$ cat config.mk
export PLATFORM = sky130hd
export DESIGN_NAME = uart_tx_burst_seq_flat
export DESIGN_NICKNAME = d
export VERILOG_FILES = /design/src/rtl/uart_tx_burst_seq_if.sv /design/src/rtl/uart_tx_burst_seq.sv /design/src/flat_wrapper.sv
export SDC_FILE = /design/constraint.sdc
export NUM_CORES = 1
export LEC_CHECK = 0
export ABC_AREA = 0
export CAP_MARGIN = 20
export CORE_MARGIN = 3
export CORE_UTILIZATION = 55
export CTS_CLUSTER_DIAMETER = 40
export DETAILED_ROUTE_END_ITERATION = 10
export GPL_TIMING_DRIVEN = 0
export PLACE_DENSITY = 0.8
export SYNTH_ARGS = -nofsm -noshare
export SYNTH_HDL_FRONTEND = slang
export SYNTH_SLANG_ARGS = --single-unit
$ cat constraint.sdc
create_clock -name CLK -period 2.6 [get_ports CLK]
set_input_delay 0.52 -clock CLK [delete_from_list [all_inputs] [get_ports CLK]]
set_output_delay 0.52 -clock CLK [all_outputs]
set_load 0.005 [all_outputs]
$ cat src/rtl/uart_tx_burst_seq_if.sv
// Handshake bundle between the burst sequencer and tx_module.
// master = sequencer (drives request and data), slave = tx_module (returns done).
`timescale 1ns/1ps
interface uart_tx_burst_seq_if;
  logic       Tx_En_Sig;
  logic [7:0] Tx_Data;
  logic       Tx_Done_Sig;

  modport master (output Tx_En_Sig, output Tx_Data, input Tx_Done_Sig);
  modport slave  (input Tx_En_Sig, input Tx_Data, output Tx_Done_Sig);
endinterface

$ cat src/rtl/uart_tx_burst_seq.sv
// Periodic UART burst sequencer: BURST_LEN bytes every PERIOD_CYCLES clocks.
// Define UART_TX_BURST_CHKSUM_EN to append an XOR checksum byte to each burst.
`timescale 1ns/1ps
module uart_tx_burst_seq #(
  parameter int         PERIOD_CYCLES = 50_000_000,
  parameter int         BURST_LEN     = 4,
  parameter logic [7:0] START_VAL     = 8'h00
) (
  input  logic                       CLK,
  input  logic                       RST_n,
  input  logic                       Enable,
  input  logic                       Mode,
  uart_tx_burst_seq_if.master        tx,
  output logic                       Busy,
  output logic                       Burst_Done_Sig,
  output logic                       Overrun
);

  localparam int               CNT_W     = (PERIOD_CYCLES > 1) ? $clog2(PERIOD_CYCLES) : 1;
  localparam logic [CNT_W-1:0] CNT_MAX   = CNT_W'(PERIOD_CYCLES - 1);
  localparam logic [7:0]       LAST_BYTE = 8'(BURST_LEN);

  typedef enum logic [1:0] {IDLE, SEND, GAP, DONE} state_t;

  state_t           state_reg;
  logic [CNT_W-1:0] period_cnt_reg;
  logic             pending_reg;
  logic             mode_reg;
  logic [7:0]       byte_cnt_reg;
  logic [7:0]       cnt_val_reg;
  logic [7:0]       walk_reg;
`ifdef UART_TX_BURST_CHKSUM_EN
  logic [7:0]       xor_reg;
  logic             chk_sent_reg;
`endif

  logic       tick;
  logic       consume;
  logic [7:0] src_val;

  assign tick    = Enable && (period_cnt_reg == CNT_MAX);
  assign consume = (state_reg == IDLE) && pending_reg && Enable;
  assign src_val = mode_reg ? walk_reg : cnt_val_reg;

  always_ff @(posedge CLK or negedge RST_n) begin
    if (!RST_n) begin
      period_cnt_reg <= '0;
    end else if (!Enable || tick) begin
      period_cnt_reg <= '0;
    end else begin
      period_cnt_reg <= period_cnt_reg + 1'b1;
    end
  end

  // A tick in the same cycle IDLE consumes the flag re-arms it; only a
  // tick landing on an unconsumed flag is a lost burst.
  always_ff @(posedge CLK or negedge RST_n) begin
    if (!RST_n) begin
      pending_reg <= 1'b0;
      Overrun     <= 1'b0;
    end else if (tick) begin
      pending_reg <= 1'b1;
      if (pending_reg && !consume)
        Overrun <= 1'b1;
    end else if (consume || (state_reg == IDLE && !Enable)) begin
      pending_reg <= 1'b0;
    end
  end

  always_ff @(posedge CLK or negedge RST_n) begin
    if (!RST_n) begin
      state_reg      <= IDLE;
      tx.Tx_En_Sig   <= 1'b0;
      tx.Tx_Data     <= START_VAL;
      Busy           <= 1'b0;
      Burst_Done_Sig <= 1'b0;
      mode_reg       <= 1'b0;
      byte_cnt_reg   <= 8'd0;
      cnt_val_reg    <= START_VAL;
      walk_reg       <= 8'h01;
`ifdef UART_TX_BURST_CHKSUM_EN
      xor_reg        <= 8'h00;
      chk_sent_reg   <= 1'b0;
`endif
    end else begin
      case (state_reg)
        IDLE: begin
          if (pending_reg && Enable) begin
            mode_reg     <= Mode;
            byte_cnt_reg <= 8'd0;
            Busy         <= 1'b1;
            tx.Tx_Data   <= Mode ? walk_reg : cnt_val_reg;
            tx.Tx_En_Sig <= 1'b1;
`ifdef UART_TX_BURST_CHKSUM_EN
            xor_reg      <= 8'h00;
            chk_sent_reg <= 1'b0;
`endif
            state_reg    <= SEND;
          end
        end
        SEND: begin
          if (tx.Tx_Done_Sig) begin
            tx.Tx_En_Sig <= 1'b0;
            state_reg    <= GAP;
`ifdef UART_TX_BURST_CHKSUM_EN
            if (!chk_sent_reg) begin
              xor_reg <= xor_reg ^ tx.Tx_Data;
`else
            begin
`endif
              byte_cnt_reg <= byte_cnt_reg + 8'd1;
              if (mode_reg)
                walk_reg <= {walk_reg[6:0], walk_reg[7]};
              else
                cnt_val_reg <= cnt_val_reg + 8'd1;
            end
          end
        end
        GAP: begin
          if (byte_cnt_reg != LAST_BYTE) begin
            tx.Tx_Data   <= src_val;
            tx.Tx_En_Sig <= 1'b1;
            state_reg    <= SEND;
`ifdef UART_TX_BURST_CHKSUM_EN
          end else if (!chk_sent_reg) begin
            tx.Tx_Data   <= xor_reg;
            tx.Tx_En_Sig <= 1'b1;
            chk_sent_reg <= 1'b1;
            state_reg    <= SEND;
`endif
          end else begin
            Burst_Done_Sig <= 1'b1;
            state_reg      <= DONE;
          end
        end
        DONE: begin
          Burst_Done_Sig <= 1'b0;
          Busy           <= 1'b0;
          state_reg      <= IDLE;
        end
        default: state_reg <= IDLE;
      endcase
    end
  end

endmodule

$ cat src/flat_wrapper.sv
// flat-port wrapper written by rule: the top's interface ports become plain ports
module uart_tx_burst_seq_flat 
#(
  parameter int         PERIOD_CYCLES = 50_000_000,
  parameter int         BURST_LEN     = 4,
  parameter logic [7:0] START_VAL     = 8'h00
)
  (CLK, RST_n, Enable, Mode, Busy, Burst_Done_Sig, Overrun, tx_Tx_En_Sig, tx_Tx_Data, tx_Tx_Done_Sig);
  uart_tx_burst_seq_if tx_i ();
  input  logic CLK;
  input  logic RST_n;
  input  logic Enable;
  input  logic Mode;
  output logic Busy;
  output logic Burst_Done_Sig;
  output logic Overrun;
  output wire logic [$bits(tx_i.Tx_En_Sig)-1:0] tx_Tx_En_Sig;
  output wire logic [$bits(tx_i.Tx_Data)-1:0] tx_Tx_Data;
  input wire logic [$bits(tx_i.Tx_Done_Sig)-1:0] tx_Tx_Done_Sig;
  assign tx_Tx_En_Sig = tx_i.Tx_En_Sig;
  assign tx_Tx_Data = tx_i.Tx_Data;
  assign tx_i.Tx_Done_Sig = tx_Tx_Done_Sig;
  uart_tx_burst_seq #(.PERIOD_CYCLES(PERIOD_CYCLES), .BURST_LEN(BURST_LEN), .START_VAL(START_VAL)) u_core (.CLK(CLK), .RST_n(RST_n), .Enable(Enable), .Mode(Mode), .tx(tx_i), .Busy(Busy), .Burst_Done_Sig(Burst_Done_Sig), .Overrun(Overrun));
endmodule
-- After elaboration in Yosys (flattened, before gate mapping)
Cells that the tools add are included.
- $add $sub $neg: 3
- equality and inequality tests: 9
- muxes and demuxes: 22
- bitwise logic cells: 1
- reduce and logical (&&, ||, !) cells: 27
- operators with widths (kind ; number):
    $mux 8 ; 6
    $pmux 8 s2 ; 2
    $add 26x1->26 const B ; 1
    $eq 26x26->1 const B ; 1
    $mux 26 ; 1
    $add 8x1->8 const B ; 2
    $reduce_and 3->1 ; 4
    $reduce_and 2->1 ; 5
    $reduce_bool 2->1 ; 5
    $ne 8x3->1 const B ; 1
    $pmux 2 s4 ; 1
    $logic_and 1x1->1 ; 6
    $mux 1 ; 6
    $mux 2 ; 3
    $ne 2x2->1 const B ; 3
    $eq 2x2->1 const B ; 2
    $pmux 1 s2 ; 2
    $reduce_and 4->1 ; 1
    $pmux 1 s3 ; 1
    $reduce_bool 3->1 ; 1
    $eq 2x1->1 const B ; 1
    $logic_not 1->1 ; 2
    $logic_not 2->1 ; 1
    $logic_or 1x1->1 ; 2
    2 further kinds ; 2
- register bits after elaboration: 66
- bits of input ports: 5
- output and inout bits: 12
- logic and storage cells: 74

-- Logic depth before layout (Yosys ltp)
- depth after elaboration: 6
- depth in mapped cells: 6
- mapped depth without buffers: 6

-- Worst setup path before layout
Ideal clock, no wire load.
- path kind: register to register
- from: register u_core.state_reg[1]
- to: register u_core.tx.Tx_Data[0]
- setup time: 127 ps
- data arrival time: 1822 ps
- required time: 2473 ps
- setup slack: 651 ps
- cell stages (with the launch flop): 6
- buffers on the path: 1
- clock period less this slack: 1949 ps
- cell sequence: dfrtp_1 clkbuf_1 nand2b_1 mux2i_1 mux2_2 mux2_1
- word-level cells in the longest chain between the ends: 3
- elaborated cells between the ends (all ways): 7
- those cells by class: eq/ne: 3; mux: 1; reduce/logical: 3
- ends and longest elaborated chain (element ; RTL line ; RTL):
    start, declared ; uart_tx_burst_seq.sv:25 ; state_t state_reg;
    start signal, assigned ; uart_tx_burst_seq.sv:72 ; state_reg <= IDLE;
    start signal, assigned ; uart_tx_burst_seq.sv:98 ; state_reg <= SEND;
    start signal, assigned ; uart_tx_burst_seq.sv:104 ; state_reg <= GAP;
    $eq 2x2->1 / $logic_not 2->1 (equally long branches) ; uart_tx_burst_seq.sv:86 ; case (state_reg)
    $ne 2x1->1 (no line), or another cell as far along ; n/a ;
    $reduce_and 3->1 (no line) ; n/a ;
    end signal, assigned ; uart_tx_burst_seq.sv:92 ; tx.Tx_Data <= Mode ? walk_reg : cnt_val_reg;
    end signal, assigned ; uart_tx_burst_seq.sv:121 ; tx.Tx_Data <= src_val;
    end, declared ; uart_tx_burst_seq_if.sv:9 ; modport master (output Tx_En_Sig, output Tx_Data, input Tx_Done_Sig);
Parallel ways exist; a longest one is shown, timed or not.
A chain may end at the register's enable or synchronous reset.

-- Worst setup path in the final report
- from: input port tx_Tx_Done_Sig
- to: register u_core.cnt_val_reg[5]
- word-level cells in the longest chain between the ends: 1
- ends and longest elaborated chain (element ; RTL line ; RTL):
    start, declared ; flat_wrapper.sv:19 ; input wire logic [$bits(tx_i.Tx_Done_Sig)-1:0] tx_Tx_Done_Sig;
    $reduce_and 3->1 (no line) ; n/a ;
    end signal, assigned ; uart_tx_burst_seq.sv:115 ; cnt_val_reg <= cnt_val_reg + 8'd1;
    end, declared ; uart_tx_burst_seq.sv:30 ; logic [7:0] cnt_val_reg;
No other way between the ends.

==> results_dict.tcl <==
set metrics [dict create \
    setup_viol_count_final 0 \
    detail-route-antenna-nets 0 \
    synthFlopType "dfrtp_1" \
    firstDrtPassIters 4 \
    r2r_start "u_core.state_reg[1]$_DFFE_PN0P_" \
    yosysTopAreaCell "dfrtp_1" \
    clkSlewWorstSetupHoldPaths_ns 0.07 \
    hpwl_um 3970 \
    syn_area_per_cell_um2 11.0 \
    synth-seq-cells 66 \
    die_area_um2 6640 \
    worst_pin_slew_ns 0.990 \
    synth.area.top_cells "dfrtp_1 (52%), mux2_2 (7.9%), xnor2_1 (4.2%)" \
    grt_use_met3_pct 5.92 \
    power.leakage_nw 1.58 \
    ctsResizeCount 0 \
    yosys_warnings 0 \
    fin_setup_tns_ns 0 \
    top_usage_layer "met2" \
    drive_above_1_share_pct 13.4 \
    seq_area_um2 1650 \
    worstPathRequired_ns 2.82 \
    dieHeight_um 81.5 \
    fin_crit_ns 2.29 \
    skew_ns 0.00559 \
    cts-root-buf "clkbuf_8" \
    period_share_pct 88.0 \
    outcome "complete, no violations" \
    synth_area_um2 3140 \
    wl_um 5760 \
    r2r-end "u_core.tx.Tx_Data[0]$_DFFE_PN0P_" \
    worstSkewPairLatency_ns 0.33 \
    ys_seq_area_share_pct 52.7 \
    final_nets 325 \
    rows 26 \
    arrival_ns 2.51 \
    cts_setup_buffers 0 \
    grt_max_degree 67 \
    reg2reg_slack_ns 0.35 \
    worst-setup-path-type "input pin to register" \
    drt_iter0_drc 116 \
    die_w_um 81.5 \
    max_cap_violations 0 \
    vias_per_cell 5.76 \
    worstSetupStartpointType "input pin" \
    synth_top_area_share_pct 51.9 \
    critPathBufInv 1 \
    critPathMaxStageDelay_ns 0.87 \
    hp-class "input pin to asynchronous set/reset pin" \
    synth-edff-count 0 \
    wl_per_cell_um 14.8 \
    syn_nets 296 \
    cts_buffers 9 \
    crit_fanout 5 \
    n_antenna_cell 0 \
    cts_tree "done" \
    yosysMostFrequentCell "dfrtp_1" \
    grt_pass1_vias 2253 \
    antenna_found_initial 0 \
    core_area_um2 5300 \
    slowest_stage "nor4bb_1" \
    slew_viol_final 0 \
    hold_violations 0 \
    largest_register_ffs 26 \
    p_per_area_nw_per_um2 660 \
    rsz0062_at_grt "false" \
    clk_path_buf_depth 2 \
    port_buffers 16 \
    async_reset_ff_share_pct 100 \
    power_w 0.00236 \
    yosysUniqueCellTypes 41 \
    multi_input_area_um2 1420 \
    path_cells "clkdlybuf4s50_1 -> nor4bb_1 -> and3_1 -> nand4_1 -> xnor2_1" \
    vias 2245 \
    gp_congestion 0.842 \
    vdd_drop_max_mv 0.423 \
    endpoint_kind "register" \
    gr-usage-met1_pct 26.5 \
    syn_inst 286 \
    r2r_cells 5 \
    track_usage_pct 20.0 \
    synthToLayoutAreaGrowth_pct 13.8 \
    max_clock_freq_mhz 437 \
    n_fill_cell 404 \
    drc_errors 0 \
    overflow 0 \
    relSlewSlack_pct 33.1 \
    critical-path-top-delay-family "simple AND/OR/NAND/NOR gates" \
    ios 17 \
    grt_pass1_wl_um 10200 \
    postCtsHoldBufs 0 \
    initial_core_util_pct 59.1 \
    cts_max_level 3 \
    grt_util_met2_pct 31.1 \
    synthTopCellsByCount "dfrtp_1 (65), nor2_1 (23), mux2_2 (22)" \
    clock_sinks 66 \
]
worst register-to-register path, delay by kind of cell, from the launching register on:
family | cells | cell delay, ns
multiplexers | 3 | 1.37
buffers and inverters | 1 | 0.30
AND/OR/NAND/NOR | 1 | 0.15
flip-flops | 1 | 0.32
layout by cell type (no fill, tap or decap), drive strengths merged, types with 2 or more instances in the layout:
cell type / synthesis / routed
dfrtp: 65 / 65
mux2: 26 / 26
nor2: 23 / 23
clkbuf: 7 / 21
nand2: 19 / 19
o21ai: 15 / 15
xnor2: 15 / 15
clkdlybuf4s50: 0 / 15
nand3: 13 / 13
a21oi: 11 / 11
nand4: 10 / 10
xor2: 9 / 9
inv: 8 / 8
or4: 8 / 8
or3: 7 / 7
and3: 6 / 6
nor4: 6 / 6
ha: 5 / 5
nor3: 4 / 4
o31ai: 3 / 3
and4: 3 / 3
nor4bb: 3 / 3
a21o: 3 / 3
buf: 1 / 3
nand2b: 2 / 2
clkinv: 0 / 2
cells by family after synthesis:
group / share of synthesized area [%]
fa+ha+maj: 2.00
flops: 52.7
buf+inv: 1.96
simple gates: 19.6
mux: 9.66
compound gates: 7.42
xor+xnor: 6.70
power breakdown:
part | switching, W | internal (W)
Clock | 0.000360 | 0.000442
Combinational | 0.000147 | 0.000193
Sequential | 0.0000872 | 0.00113
area by class of cell:
| class | count | area share [%] |
|---|---|---|
| buffer | 8 | 0.876 |
| clock buffer | 13 | 3.89 |
| clock inverter | 3 | 1.12 |
| inverter | 8 | 0.841 |
| multi-input combinational | 204 | 39.8 |
| sequential | 66 | 46.3 |
| tap | 70 | 2.45 |
| timing repair buffer | 18 | 4.70 |
stage by stage:
step / setup WS, ns / area [um2] / hold WS (ns) / utilization (%) / cells
after floorplan: 0.651 / 3140 / 0.224 / - / 286
after global placement: -1.13 / 3380 / 0.461 / 63.8 / 372
after detailed placement: -0.208 / 3390 / 0.460 / 63.9 / 373
after CTS: 0.142 / 3560 / 0.311 / 67.2 / 389
after global routing: 0.156 / 3570 / 0.339 / 67.3 / 390
final: 0.313 / 3570 / 0.264 / 67.3 / 390
worst max path at each step:
stage                                                  start                                   to  slack (ns)  cells past startpoint
after floorplan              u_core.state_reg[1]$_DFFE_PN0P_     u_core.tx.Tx_Data[0]$_DFFE_PN0P_        0.65                      5
final                                         tx_Tx_Done_Sig    u_core.cnt_val_reg[5]$_DFFE_PN0P_        0.31                      5
after detailed placement                              Enable   u_core.byte_cnt_reg[4]$_DFFE_PN0P_       -0.21                      5
after CTS                                             Enable   u_core.byte_cnt_reg[4]$_DFFE_PN0P_        0.14                      5
after global placement                                 RST_n  u_core.period_cnt_reg[15]$_DFF_PN0_       -1.13                      1
after global routing      u_core.byte_cnt_reg[5]$_DFFE_PN0P_     u_core.tx.Tx_Data[3]$_DFFE_PN0P_        0.16                      5
layer usage:
metal,vias up,wire length (um)
met4,0,53
met3,6,210
li1,1088,-
met1,1114,2790
met5,-,0
met2,37,2710
(Power assumes the default switching activity.)
